==> src/rtl/block_tile_scheduler_pkg.sv <==
// Shared constants, FSM encoding and the tile-extent helper for the block tile scheduler.
package tile_sched_pkg;

   localparam int DIM_W_DEF = 8;
   localparam int TILE      = 4;

   typedef enum logic [2:0] {
      S_IDLE    = 3'd0,
      S_CHECK   = 3'd1,
      S_ISSUE   = 3'd2,
      S_WAIT_WB = 3'd3,
      S_DONE    = 3'd4
   } state_e;

   // Valid elements of a tile starting at base: min(TILE, dim - base), 0 past the end.
   function automatic logic [2:0] min_extent(input logic [15:0] dim, input logic [15:0] base);
      logic [15:0] diff;
      logic [2:0]  ext;
      diff = dim - base;
      if (dim <= base) begin
         ext = 3'd0;
      end else if (diff >= 16'(TILE)) begin
         ext = 3'(TILE);
      end else begin
         ext = diff[2:0];
      end
      return ext;
   endfunction

endpackage

==> src/rtl/block_tile_scheduler_if.sv <==
// Tile command handshake between the scheduler (master) and the A/B fetch engine (slave).
interface block_tile_scheduler_if
   import tile_sched_pkg::*;
#(
   parameter int DIM_W = DIM_W_DEF
);
   logic             cmd_valid;
   logic             cmd_ready;
   logic [DIM_W-1:0] cmd_row;
   logic [DIM_W-1:0] cmd_col;
   logic [DIM_W-1:0] cmd_k;
   logic [2:0]       cmd_rows;
   logic [2:0]       cmd_cols;
   logic [2:0]       cmd_kext;
   logic             cmd_first;
   logic             cmd_last;

   modport master (
      output cmd_valid, cmd_row, cmd_col, cmd_k,
      output cmd_rows, cmd_cols, cmd_kext, cmd_first, cmd_last,
      input  cmd_ready
   );

   modport slave (
      input  cmd_valid, cmd_row, cmd_col, cmd_k,
      input  cmd_rows, cmd_cols, cmd_kext, cmd_first, cmd_last,
      output cmd_ready
   );
endinterface

==> src/rtl/block_tile_scheduler_tile_dim_counter.sv <==
// One tile index dimension: base steps by TILE on advance and wraps to 0 after its last tile.
module tile_dim_counter
   import tile_sched_pkg::*;
#(
   parameter int DIM_W = DIM_W_DEF
) (
   input  logic             clock,
   input  logic             reset,
   input  logic             clear,
   input  logic             advance,
   input  logic [DIM_W-1:0] limit,
   output logic [DIM_W-1:0] index,
   output logic [2:0]       extent,
   output logic             is_last
);

   logic [DIM_W-1:0] index_r;
   logic [DIM_W:0]   reach_s;

   // One extra bit keeps base + TILE from wrapping near the top of the range.
   assign reach_s = {1'b0, index_r} + (DIM_W+1)'(TILE);
   assign is_last = (reach_s >= {1'b0, limit});
   assign extent  = min_extent(16'(limit), 16'(index_r));
   assign index   = index_r;

   // Base index register.
   always_ff @(posedge clock) begin
      if (reset) begin
         index_r <= '0;
      end else if (clear) begin
         index_r <= '0;
      end else if (advance) begin
         index_r <= is_last ? '0 : index_r + DIM_W'(TILE);
      end else begin
         index_r <= index_r;
      end
   end

endmodule

==> src/rtl/block_tile_scheduler.sv <==
// Walks C = A x B in 4x4 tiles (row-major C, K innermost), issuing one command per tile triple.
// Optional TILE_SCHED_PERF_EN adds a saturating 16-bit stall_cnt output.
module block_tile_scheduler
   import tile_sched_pkg::*;
#(
   parameter int DIM_W = DIM_W_DEF
) (
   input  logic                   clock,
   input  logic                   reset,
   input  logic                   start,
   input  logic [DIM_W-1:0]       a_rows,
   input  logic [DIM_W-1:0]       a_cols,
   input  logic [DIM_W-1:0]       b_rows,
   input  logic [DIM_W-1:0]       b_cols,
   block_tile_scheduler_if.master cmd,
   input  logic                   wb_done,
   output logic                   busy,
   output logic                   done,
   output logic                   size_err
`ifdef TILE_SCHED_PERF_EN
   ,
   output logic [15:0]            stall_cnt
`endif
);

   state_e           state_r;
   state_e           state_nxt_s;
   logic [DIM_W-1:0] a_rows_r, a_cols_r, b_rows_r, b_cols_r;
   logic             accept_s, dim_err_s, issue_s, wait_s, hs_s;
   logic             valid_s, busy_s, done_s, size_err_s;
   logic             col_adv_s, row_adv_s;
   logic [DIM_W-1:0] k_idx_s, col_idx_s, row_idx_s;
   logic [2:0]       k_ext_s, col_ext_s, row_ext_s;
   logic             k_last_s, col_last_s, row_last_s;

   assign accept_s  = (state_r == S_IDLE) && start;
   assign issue_s   = (state_r == S_ISSUE);
   assign wait_s    = (state_r == S_WAIT_WB);
   assign hs_s      = issue_s && cmd.cmd_ready;
   assign col_adv_s = wait_s && wb_done;
   assign row_adv_s = col_adv_s && col_last_s;
   assign dim_err_s = (a_cols_r != b_rows_r) || (a_rows_r == '0) || (a_cols_r == '0) ||
                      (b_rows_r == '0) || (b_cols_r == '0);

   // Dimension latch, loaded only when a start is accepted.
   always_ff @(posedge clock) begin
      if (reset) begin
         a_rows_r <= '0;
         a_cols_r <= '0;
         b_rows_r <= '0;
         b_cols_r <= '0;
      end else if (accept_s) begin
         a_rows_r <= a_rows;
         a_cols_r <= a_cols;
         b_rows_r <= b_rows;
         b_cols_r <= b_cols;
      end else begin
         a_rows_r <= a_rows_r;
         a_cols_r <= a_cols_r;
         b_rows_r <= b_rows_r;
         b_cols_r <= b_cols_r;
      end
   end

   // K wraps itself on the last K handshake, so it is already 0 when the C tile moves on.
   tile_dim_counter #(.DIM_W(DIM_W)) u_k_cnt (
      .clock(clock), .reset(reset), .clear(state_r == S_CHECK), .advance(hs_s),
      .limit(a_cols_r), .index(k_idx_s), .extent(k_ext_s), .is_last(k_last_s)
   );

   tile_dim_counter #(.DIM_W(DIM_W)) u_col_cnt (
      .clock(clock), .reset(reset), .clear(state_r == S_CHECK), .advance(col_adv_s),
      .limit(b_cols_r), .index(col_idx_s), .extent(col_ext_s), .is_last(col_last_s)
   );

   tile_dim_counter #(.DIM_W(DIM_W)) u_row_cnt (
      .clock(clock), .reset(reset), .clear(state_r == S_CHECK), .advance(row_adv_s),
      .limit(a_rows_r), .index(row_idx_s), .extent(row_ext_s), .is_last(row_last_s)
   );

   // FSM state register.
   always_ff @(posedge clock) begin
      if (reset) begin
         state_r <= S_IDLE;
      end else begin
         state_r <= state_nxt_s;
      end
   end

   // FSM next-state logic.
   always_comb begin
      state_nxt_s = state_r;
      case (state_r)
         S_IDLE: begin
            if (start) state_nxt_s = S_CHECK;
            else       state_nxt_s = S_IDLE;
         end
         S_CHECK: begin
            if (dim_err_s) state_nxt_s = S_IDLE;
            else           state_nxt_s = S_ISSUE;
         end
         S_ISSUE: begin
            if (cmd.cmd_ready && k_last_s) state_nxt_s = S_WAIT_WB;
            else                           state_nxt_s = S_ISSUE;
         end
         S_WAIT_WB: begin
            if (wb_done && col_last_s && row_last_s) state_nxt_s = S_DONE;
            else if (wb_done)                        state_nxt_s = S_ISSUE;
            else                                     state_nxt_s = S_WAIT_WB;
         end
         S_DONE:  state_nxt_s = S_IDLE;
         default: state_nxt_s = S_IDLE;
      endcase
   end

   // FSM outputs, decoded from the registered state.
   always_comb begin
      valid_s    = 1'b0;
      busy_s     = 1'b0;
      done_s     = 1'b0;
      size_err_s = 1'b0;
      case (state_r)
         S_CHECK: begin
            busy_s     = 1'b1;
            size_err_s = dim_err_s;
         end
         S_ISSUE: begin
            busy_s  = 1'b1;
            valid_s = 1'b1;
         end
         S_WAIT_WB: busy_s = 1'b1;
         S_DONE:    done_s = 1'b1;
         default:   busy_s = 1'b0;
      endcase
   end

   assign busy     = busy_s;
   assign done     = done_s;
   assign size_err = size_err_s;

   // Fields are held at zero outside S_ISSUE so idle outputs read as 0.
   assign cmd.cmd_valid = valid_s;
   assign cmd.cmd_row   = issue_s ? row_idx_s : '0;
   assign cmd.cmd_col   = issue_s ? col_idx_s : '0;
   assign cmd.cmd_k     = issue_s ? k_idx_s   : '0;
   assign cmd.cmd_rows  = issue_s ? row_ext_s : 3'd0;
   assign cmd.cmd_cols  = issue_s ? col_ext_s : 3'd0;
   assign cmd.cmd_kext  = issue_s ? k_ext_s   : 3'd0;
   assign cmd.cmd_first = issue_s && (k_idx_s == '0);
   assign cmd.cmd_last  = issue_s && k_last_s;

`ifdef TILE_SCHED_PERF_EN
   logic [15:0] stall_cnt_r;

   // Stall counter: backpressured issue cycles plus write-back waits, saturating.
   always_ff @(posedge clock) begin
      if (reset) begin
         stall_cnt_r <= 16'd0;
      end else if (accept_s) begin
         stall_cnt_r <= 16'd0;
      end else if (((issue_s && !cmd.cmd_ready) || wait_s) && (stall_cnt_r != 16'hFFFF)) begin
         stall_cnt_r <= stall_cnt_r + 16'd1;
      end else begin
         stall_cnt_r <= stall_cnt_r;
      end
   end

   assign stall_cnt = stall_cnt_r;
`endif

endmodule

==> src/flat_wrapper.sv <==
// flat-port wrapper written by rule: the top's interface ports become plain ports
module block_tile_scheduler_flat import tile_sched_pkg::*;
#(
   parameter int DIM_W = DIM_W_DEF
)
  (clock, reset, start, a_rows, a_cols, b_rows, b_cols, wb_done, busy, done, size_err, cmd_cmd_valid, cmd_cmd_row, cmd_cmd_col, cmd_cmd_k, cmd_cmd_rows, cmd_cmd_cols, cmd_cmd_kext, cmd_cmd_first, cmd_cmd_last, cmd_cmd_ready);
  block_tile_scheduler_if #(.DIM_W(DIM_W)) cmd_i ();
  input  logic clock;
  input  logic reset;
  input  logic start;
  input  logic [DIM_W-1:0] a_rows;
  input  logic [DIM_W-1:0] a_cols;
  input  logic [DIM_W-1:0] b_rows;
  input  logic [DIM_W-1:0] b_cols;
  input  logic wb_done;
  output logic busy;
  output logic done;
  output logic size_err;
  output wire logic [$bits(cmd_i.cmd_valid)-1:0] cmd_cmd_valid;
  output wire logic [$bits(cmd_i.cmd_row)-1:0] cmd_cmd_row;
  output wire logic [$bits(cmd_i.cmd_col)-1:0] cmd_cmd_col;
  output wire logic [$bits(cmd_i.cmd_k)-1:0] cmd_cmd_k;
  output wire logic [$bits(cmd_i.cmd_rows)-1:0] cmd_cmd_rows;
  output wire logic [$bits(cmd_i.cmd_cols)-1:0] cmd_cmd_cols;
  output wire logic [$bits(cmd_i.cmd_kext)-1:0] cmd_cmd_kext;
  output wire logic [$bits(cmd_i.cmd_first)-1:0] cmd_cmd_first;
  output wire logic [$bits(cmd_i.cmd_last)-1:0] cmd_cmd_last;
  input wire logic [$bits(cmd_i.cmd_ready)-1:0] cmd_cmd_ready;
  assign cmd_cmd_valid = cmd_i.cmd_valid;
  assign cmd_cmd_row = cmd_i.cmd_row;
  assign cmd_cmd_col = cmd_i.cmd_col;
  assign cmd_cmd_k = cmd_i.cmd_k;
  assign cmd_cmd_rows = cmd_i.cmd_rows;
  assign cmd_cmd_cols = cmd_i.cmd_cols;
  assign cmd_cmd_kext = cmd_i.cmd_kext;
  assign cmd_cmd_first = cmd_i.cmd_first;
  assign cmd_cmd_last = cmd_i.cmd_last;
  assign cmd_i.cmd_ready = cmd_cmd_ready;
  block_tile_scheduler #(.DIM_W(DIM_W)) u_core (.clock(clock), .reset(reset), .start(start), .a_rows(a_rows), .a_cols(a_cols), .b_rows(b_rows), .b_cols(b_cols), .cmd(cmd_i), .wb_done(wb_done), .busy(busy), .done(done), .size_err(size_err));
endmodule
==> config.mk <==
export PLATFORM = sky130hd
export DESIGN_NAME = block_tile_scheduler_flat
export DESIGN_NICKNAME = d
export VERILOG_FILES = /design/src/rtl/block_tile_scheduler_pkg.sv /design/src/rtl/block_tile_scheduler_if.sv /design/src/rtl/block_tile_scheduler_tile_dim_counter.sv /design/src/rtl/block_tile_scheduler.sv /design/src/flat_wrapper.sv
export SDC_FILE = /design/constraint.sdc
export NUM_CORES = 1
export LEC_CHECK = 0
export CORE_MARGIN = 2
export CORE_UTILIZATION = 54
export DETAILED_ROUTE_END_ITERATION = 8
export GPL_ROUTABILITY_DRIVEN = 0
export HOLD_SLACK_MARGIN = 0.12
export PLACE_DENSITY_LB_ADDON = 0.05
export SYNTH_ARGS = -nofsm -noshare
export SYNTH_HDL_FRONTEND = slang
export SYNTH_SLANG_ARGS = --single-unit
==> constraint.sdc <==
create_clock -name clock -period 3.09 [get_ports clock]
set_input_delay 0.309 -clock clock [delete_from_list [all_inputs] [get_ports clock]]
set_output_delay 0.309 -clock clock [all_outputs]
set_load 0.01 [all_outputs]
# Word-level counts from Yosys, hierarchy flattened
# Index checks and enable logic that the tools add are counted.
op_classes:
  n_addsub: 9
  mul: 0
  div_mod_pow: 0
  magnitude_cmp: 9
  eq_ne: 5
  shift: 0
  mux: 25
  n_bitwise: 0
  reduce_logical: 21
op_table:
  columns: ["cell", "count"]
  rows:
  - [">= comparator 16 x 3 -> 1 bit, second input constant", 3]
  - ["2-to-1 mux 8 bit", 6]
  - ["logical NOT 8 bit", 5]
  - ["2-to-1 mux 3 bit", 10]
  - ["adder 8 x 3 -> 9 bit, second input constant", 3]
  - [">= comparator 9 x 8 -> 1 bit", 3]
  - ["subtractor 8 x 8 -> 9 bit", 3]
  - ["adder 8 x 3 -> 8 bit, second input constant", 3]
  - ["<= comparator 8 bit", 3]
  - ["case mux 3 bit (4 select lines)", 1]
  - ["logical AND 1 bit", 9]
  - ["!= test 8 bit", 1]
  - ["2-to-1 mux 1 bit", 7]
  - ["equality test 3 x 2 -> 1 bit, second input constant", 2]
  - ["logical OR 1 bit", 4]
  - ["equality test 3 x 1 -> 1 bit, second input constant", 1]
  - ["equality test 3 bit, second input constant", 1]
  - ["logical NOT 3 bit", 1]
  - ["OR reduction 3 bit", 1]
  - ["2-to-1 mux 2 bit", 1]
  - ["OR reduction 2 bit", 1]
word_totals:
  regBits: 59
  latch_bits: 0
  ram_bits: 0
  romBits: 0
  inputBits: 37
  output_inout_bits: 39
  mem_count: 0

# Depth between registers and ports, before layout
depth:
  depth_word: 7
  depth_mapped: 10
  depth_no_buf: 9

# By module
# From an unflattened synthesis, not the netlist that was laid out.
unflattened:
  cells_unflattened: 598
  area_unflattened_um2: 4464.3
modules_own_cells:
  columns: ["module", "instances", "cells_per_inst", "area_each_um2"]
  rows:
  - ["tile_dim_counter at u_core.u_col_cnt ...", 2, 121, 902.1]
  - ["block_tile_scheduler", 1, 233, 1722.9]
  - ["tile_dim_counter at u_core.u_row_cnt", 1, 123, 937.1]

# Worst setup path before layout
# Ideal clock, no wire load.
synth_path:
  path_kind: "flip-flop to flip-flop"
  startpoint: "register u_core.u_col_cnt.index_r[2] (netlist: u_core.u_col_cnt.index[2])"
  endpoint: "register u_core.u_row_cnt.index_r[3] (netlist: u_core.u_row_cnt.index[3])"
  setup_ps: 117
  t_arrival_ps: 2239
  setup_slack_ps: 734
  path_stages_with_launch: 10
  period_less_slack_ps: 2356
  cell_sequence: "dfxtp_1 -> ha_1 -> nand3_1 -> xnor2_1 -> ha_1 -> a21o_1 -> a221o_1 -> a21oi_4 -> nor4_4 -> a32o_1"
synth_via:
  elab_chain_len: 3
synth_rtl:
  columns: ["element", "line", "text"]
  rows:
  - ["start: declaration", "block_tile_scheduler_tile_dim_counter.sv:17", "logic [DIM_W-1:0] index_r;"]
  - ["start signal: assignment", "block_tile_scheduler_tile_dim_counter.sv:33", "index_r <= is_last ? '0 : index_r + DIM_W'(TILE);"]
  - ["start signal: assignment", "block_tile_scheduler_tile_dim_counter.sv:35", "index_r <= index_r;"]
  - ["adder 8 x 3 -> 9 bit", "block_tile_scheduler_tile_dim_counter.sv:21", "assign reach_s = {1'b0, index_r} + (DIM_W+1)'(TILE);"]
  - [">= comparator 9 x 8 -> 1 bit", "block_tile_scheduler_tile_dim_counter.sv:22", "assign is_last = (reach_s >= {1'b0, limit});"]
  - ["logical AND 1 bit", "block_tile_scheduler.sv:41", "assign row_adv_s = col_adv_s && col_last_s;"]
  - ["end signal: assignment", "block_tile_scheduler_tile_dim_counter.sv:33", null]
  - ["end signal: assignment", "block_tile_scheduler_tile_dim_counter.sv:35", null]
  - ["end: declaration", "block_tile_scheduler_tile_dim_counter.sv:17", null]
# Every way passes these cells.
# A chain may end at the register's enable or synchronous reset.

# Worst setup path after layout
layout_path:
  startpoint: "register u_core.u_k_cnt.index_r[4] (netlist: u_core.u_k_cnt.index[4])"
  endpoint: "output port cmd_cmd_kext[0]"
layout_via:
  elab_chain_len: 5
layout_rtl:
  columns: ["element", "line", "text"]
  rows:
  - ["start: declaration", "block_tile_scheduler_tile_dim_counter.sv:17", null]
  - ["start signal: assignment", "block_tile_scheduler_tile_dim_counter.sv:33", null]
  - ["start signal: assignment", "block_tile_scheduler_tile_dim_counter.sv:35", null]
  - ["subtractor 8 x 8 -> 9 bit", "block_tile_scheduler_pkg.sv:19", "diff = dim - base;"]
  - [">= comparator 16 x 3 -> 1 bit", "block_tile_scheduler_pkg.sv:22", "end else if (diff >= 16'(TILE)) begin"]
  - ["2-to-1 mux 3 bit", "block_tile_scheduler_pkg.sv:22", null]
  - ["2-to-1 mux 3 bit *", "block_tile_scheduler_pkg.sv:20", "if (dim <= base) begin"]
  - ["2-to-1 mux 3 bit *", "block_tile_scheduler.sv:148", "assign cmd.cmd_kext = issue_s ? k_ext_s : 3'd0;"]
  - ["end: declaration", "flat_wrapper.sv:25", "output wire logic [$bits(cmd_i.cmd_kext)-1:0] cmd_cmd_kext;"]
# Every way passes the cells marked *; elsewhere a longest branch is shown, timed or not.

==> impl_metrics.yaml <==
run_status:
  outcome: "complete, no violations"
clocking:
  tritoncts.num_buffers: 5
  holdBufCountCts: 0
  h_tree_levels: 2
  tritoncts: "yes"
  cts-root-buf: "clkbuf_8"
  cts_sinks: 53
  cts_max_path_buffers: 2
  clkLatencyLatePin_ns: 0.31
  clk_transition_reported_paths_ns: 0.10
critical_path:
  crit_type: "flop to primary output"
  crit-reg2reg-capture: "u_core.u_row_cnt.index[7]"
  cp_data_required_time_ns: 2.78
  critical_path.reg2reg.startpoint: "u_core.u_col_cnt.index[3]"
  crit_path_end_kind: "primary output"
  timing.critical_path.from_type: "flop"
  reg2regPathDepth: 9
  critical_path_arrival_ns: 2.63
  crit_fanout: 9
  register_to_register_setup_slack_ns: 0.46
timing:
  finalHoldViolations: 0
  slew_headroom_pct: 57.5
  setup_tns_ns: 0
  layout_setup_ws_ns: 0.153
  max_freq_mhz: 340
  fin_worst_skew_ns: 0.0116
  slew_viol_final: 0
  tightestPinTransition_ns: 0.635
  final.min_clock_period_ns: 2.94
  period_share_pct: 95.1
  setup_violations_final: 0
yosys:
  mappedNetlistArea_um2: 4300
  yosysSeqAreaShare_pct: 24.7
  synth.distinct_cells: 69
  ys.warnings.count: 0
  synth-edff-count: 0
  post_synthesis_sequential_element_count: 53
  async_flop_share_pct: 0
  synthFlopType: "dfxtp_1"
  syn_inst: 570
  synth_area_per_cell_um2: 7.54
min_path:
  hold_path.startpoint: "u_core.u_k_cnt.index[3]"
  worst_hold_path.endpoint: "u_core.u_k_cnt.index[3]"
  hold_depth: 2
  min-delay-path-class: "flop to flop"
floorplan:
  die_h_um: 93.2
  start_util_pct: 55.6
  ios: 76
  chipWidth_um: 93.2
  rows: 32
  die-area_um2: 8690
  placeableCoreArea_um2: 7730
layout:
  diodes: 0
  area_growth_syn_to_fin_pct: 23.9
  layout.cells.most_common: "nand2_1"
  layout.filler_cells: 672
  mostFrequentLayoutCells: "nand2_1, clkdlybuf4s50_1, a21oi_1"
  post-route-cell-area_um2: 5330
  fin_nets: 721
  drive_gt1_share_pct: 9.86
  postLayoutCoreUtil_pct: 68.9
route:
  remaining_drc_errors: 0
  postRouteAntennaNets: 0
  wirelength_mm: 10.8
  via_count: 4201
  detail_route.iter0.violations: 232
  via_per_inst: 5.67
  wire_per_inst_um: 14.5
  drt-pass1-iter-count: 5
placed_design:
  io_buffers: 69
  place_worst_setup_slack_ns: 0.251
  area_of_placed_instances_um2: 5080
  dp_hpwl_mm: 8.05
global_route:
  grt_pass1_wl_mm: 18.0
  first_global_vias: 3923
  maximum_number_of_pins_on_one_net_before_global_route_repair: 23
  antenna_found_initial: 0
  total_congestion_overflow_after_global_routing: 0
  groute.usage.overall_pct: 25.2
power:
  power_leakage_nw: 2.05
  max-vdd-ir-drop_v: 0.000195
  power.density_cell_area_nw_per_um2: 303
  power_w: 0.00161
job:
  maxCapViolCount: 0
[cell usage after synthesis, drive strengths merged, types with 5 or more instances]
master	n	area, um^2
nor3b	7	63.8
o21ai	18	90.1
or2	5	31.3
xor2	5	43.8
a21oi	57	297
inv	51	191
a31oi	5	31.3
nor4	17	121
dfxtp	53	1060
nand4	11	68.8
a21o	6	45.0
xnor2	20	175
nor3	11	66.3
and2	23	144
nor2	26	97.6
nand3	22	110
ha	46	576
buf	14	90.1
clkbuf	13	48.8
nand2	86	325
and3	5	31.3
o31ai	6	50.1
[registers in the layout (all words and copies together), names as in the netlist]
name / count
u_core.a_cols_r: 8
u_core.u_k_cnt.index: 6
u_core.state_r: 3
u_core.u_row_cnt.index: 6
u_core.u_col_cnt.index: 6
u_core.b_rows_r: 8
u_core.a_rows_r: 8
u_core.b_cols_r: 8
[where the power goes]
| group | internal (W) | total, W | leakage (nW) | switching [W] |
|---|---|---|---|---|
| Clock | 0.000182 | 0.000421 | 0.0512 | 0.000239 |
| Sequential | 0.000708 | 0.000745 | 0.439 | 0.0000368 |
| Combinational | 0.000206 | 0.000446 | 1.56 | 0.000239 |
| Total | 0.00110 | 0.00161 | 2.05 | 0.000515 |
[worst max path at each step]
| stage | endpoint | from | slack [ns] | depth (start not counted) |
|---|---|---|---|---|
| after floorplan | u_core.u_row_cnt.index[3] | u_core.u_col_cnt.index[2] | 0.73 | 9 |
| after global placement | cmd_cmd_cols[2] | u_core.u_col_cnt.index[2] | 0.32 | 8 |
| after detailed placement | cmd_cmd_cols[2] | u_core.u_col_cnt.index[2] | 0.25 | 8 |
| after CTS | cmd_cmd_kext[1] | u_core.u_k_cnt.index[7] | 0.0004 | 8 |
| after global routing | cmd_cmd_last | u_core.u_k_cnt.index[3] | -0.01 | 9 |
| final | cmd_cmd_kext[0] | u_core.u_k_cnt.index[4] | 0.15 | 8 |
[cell type report]
type / instances / area (um^2) / area share [%]
Clock buffer: 6 / 82.6 / 1.55
Inverter: 51 / 191 / 3.59
Timing Repair Buffer: 78 / 758 / 14.2
Clock inverter: 2 / 13.8 / 0.258
Tap cell: 102 / 128 / 2.40
Sequential cell: 53 / 1080 / 20.3
Multi-Input combinational cell: 449 / 3070 / 57.7
[cells by family after synthesis]
family,share of synthesized area [%]
adder cells (fa/ha/maj),13.4
other,0.175
AND/OR/NAND/NOR,28.9
flip-flops,24.7
multiplexers,0.961
XOR/XNOR,5.09
AO/OA/AOI/OAI,19.1
buffers and inverters,7.69
[stage by stage]
stage	std cells	hold WS (ns)
finish	741	0.489
global route	741	0.508
CTS	741	0.494
detailed placement	732	0.481
global placement	732	0.474
floorplan	580	0.445
[layer usage]
metal | global-route usage (%) | vias up | routed length, um
met5 | 0 | - | 0
met1 | 35.6 | 1926 | 5180
met4 | 5.76 | 0 | 109
li1 | - | 2131 | -
met2 | 40.9 | 135 | 4930
met3 | 3.55 | 9 | 555
[timing repair]
action                     CTS  global route
gates resized for setup      6            31
pin swaps                    1             3
buffers inserted             1             0
setup endpoints to repair    9            10
[worst max-delay path: stages (launching register included)]
cell and delay (ns):
dfxtp_4 0.40, inv_1 0.07, ha_1 0.34, and2_1 0.21
a2111oi_2 0.37, a31o_2 0.15, nand4_1 0.11, nor2_1 0.14
clkdlybuf4s50_1 0.54
(Power assumes the default switching activity.)
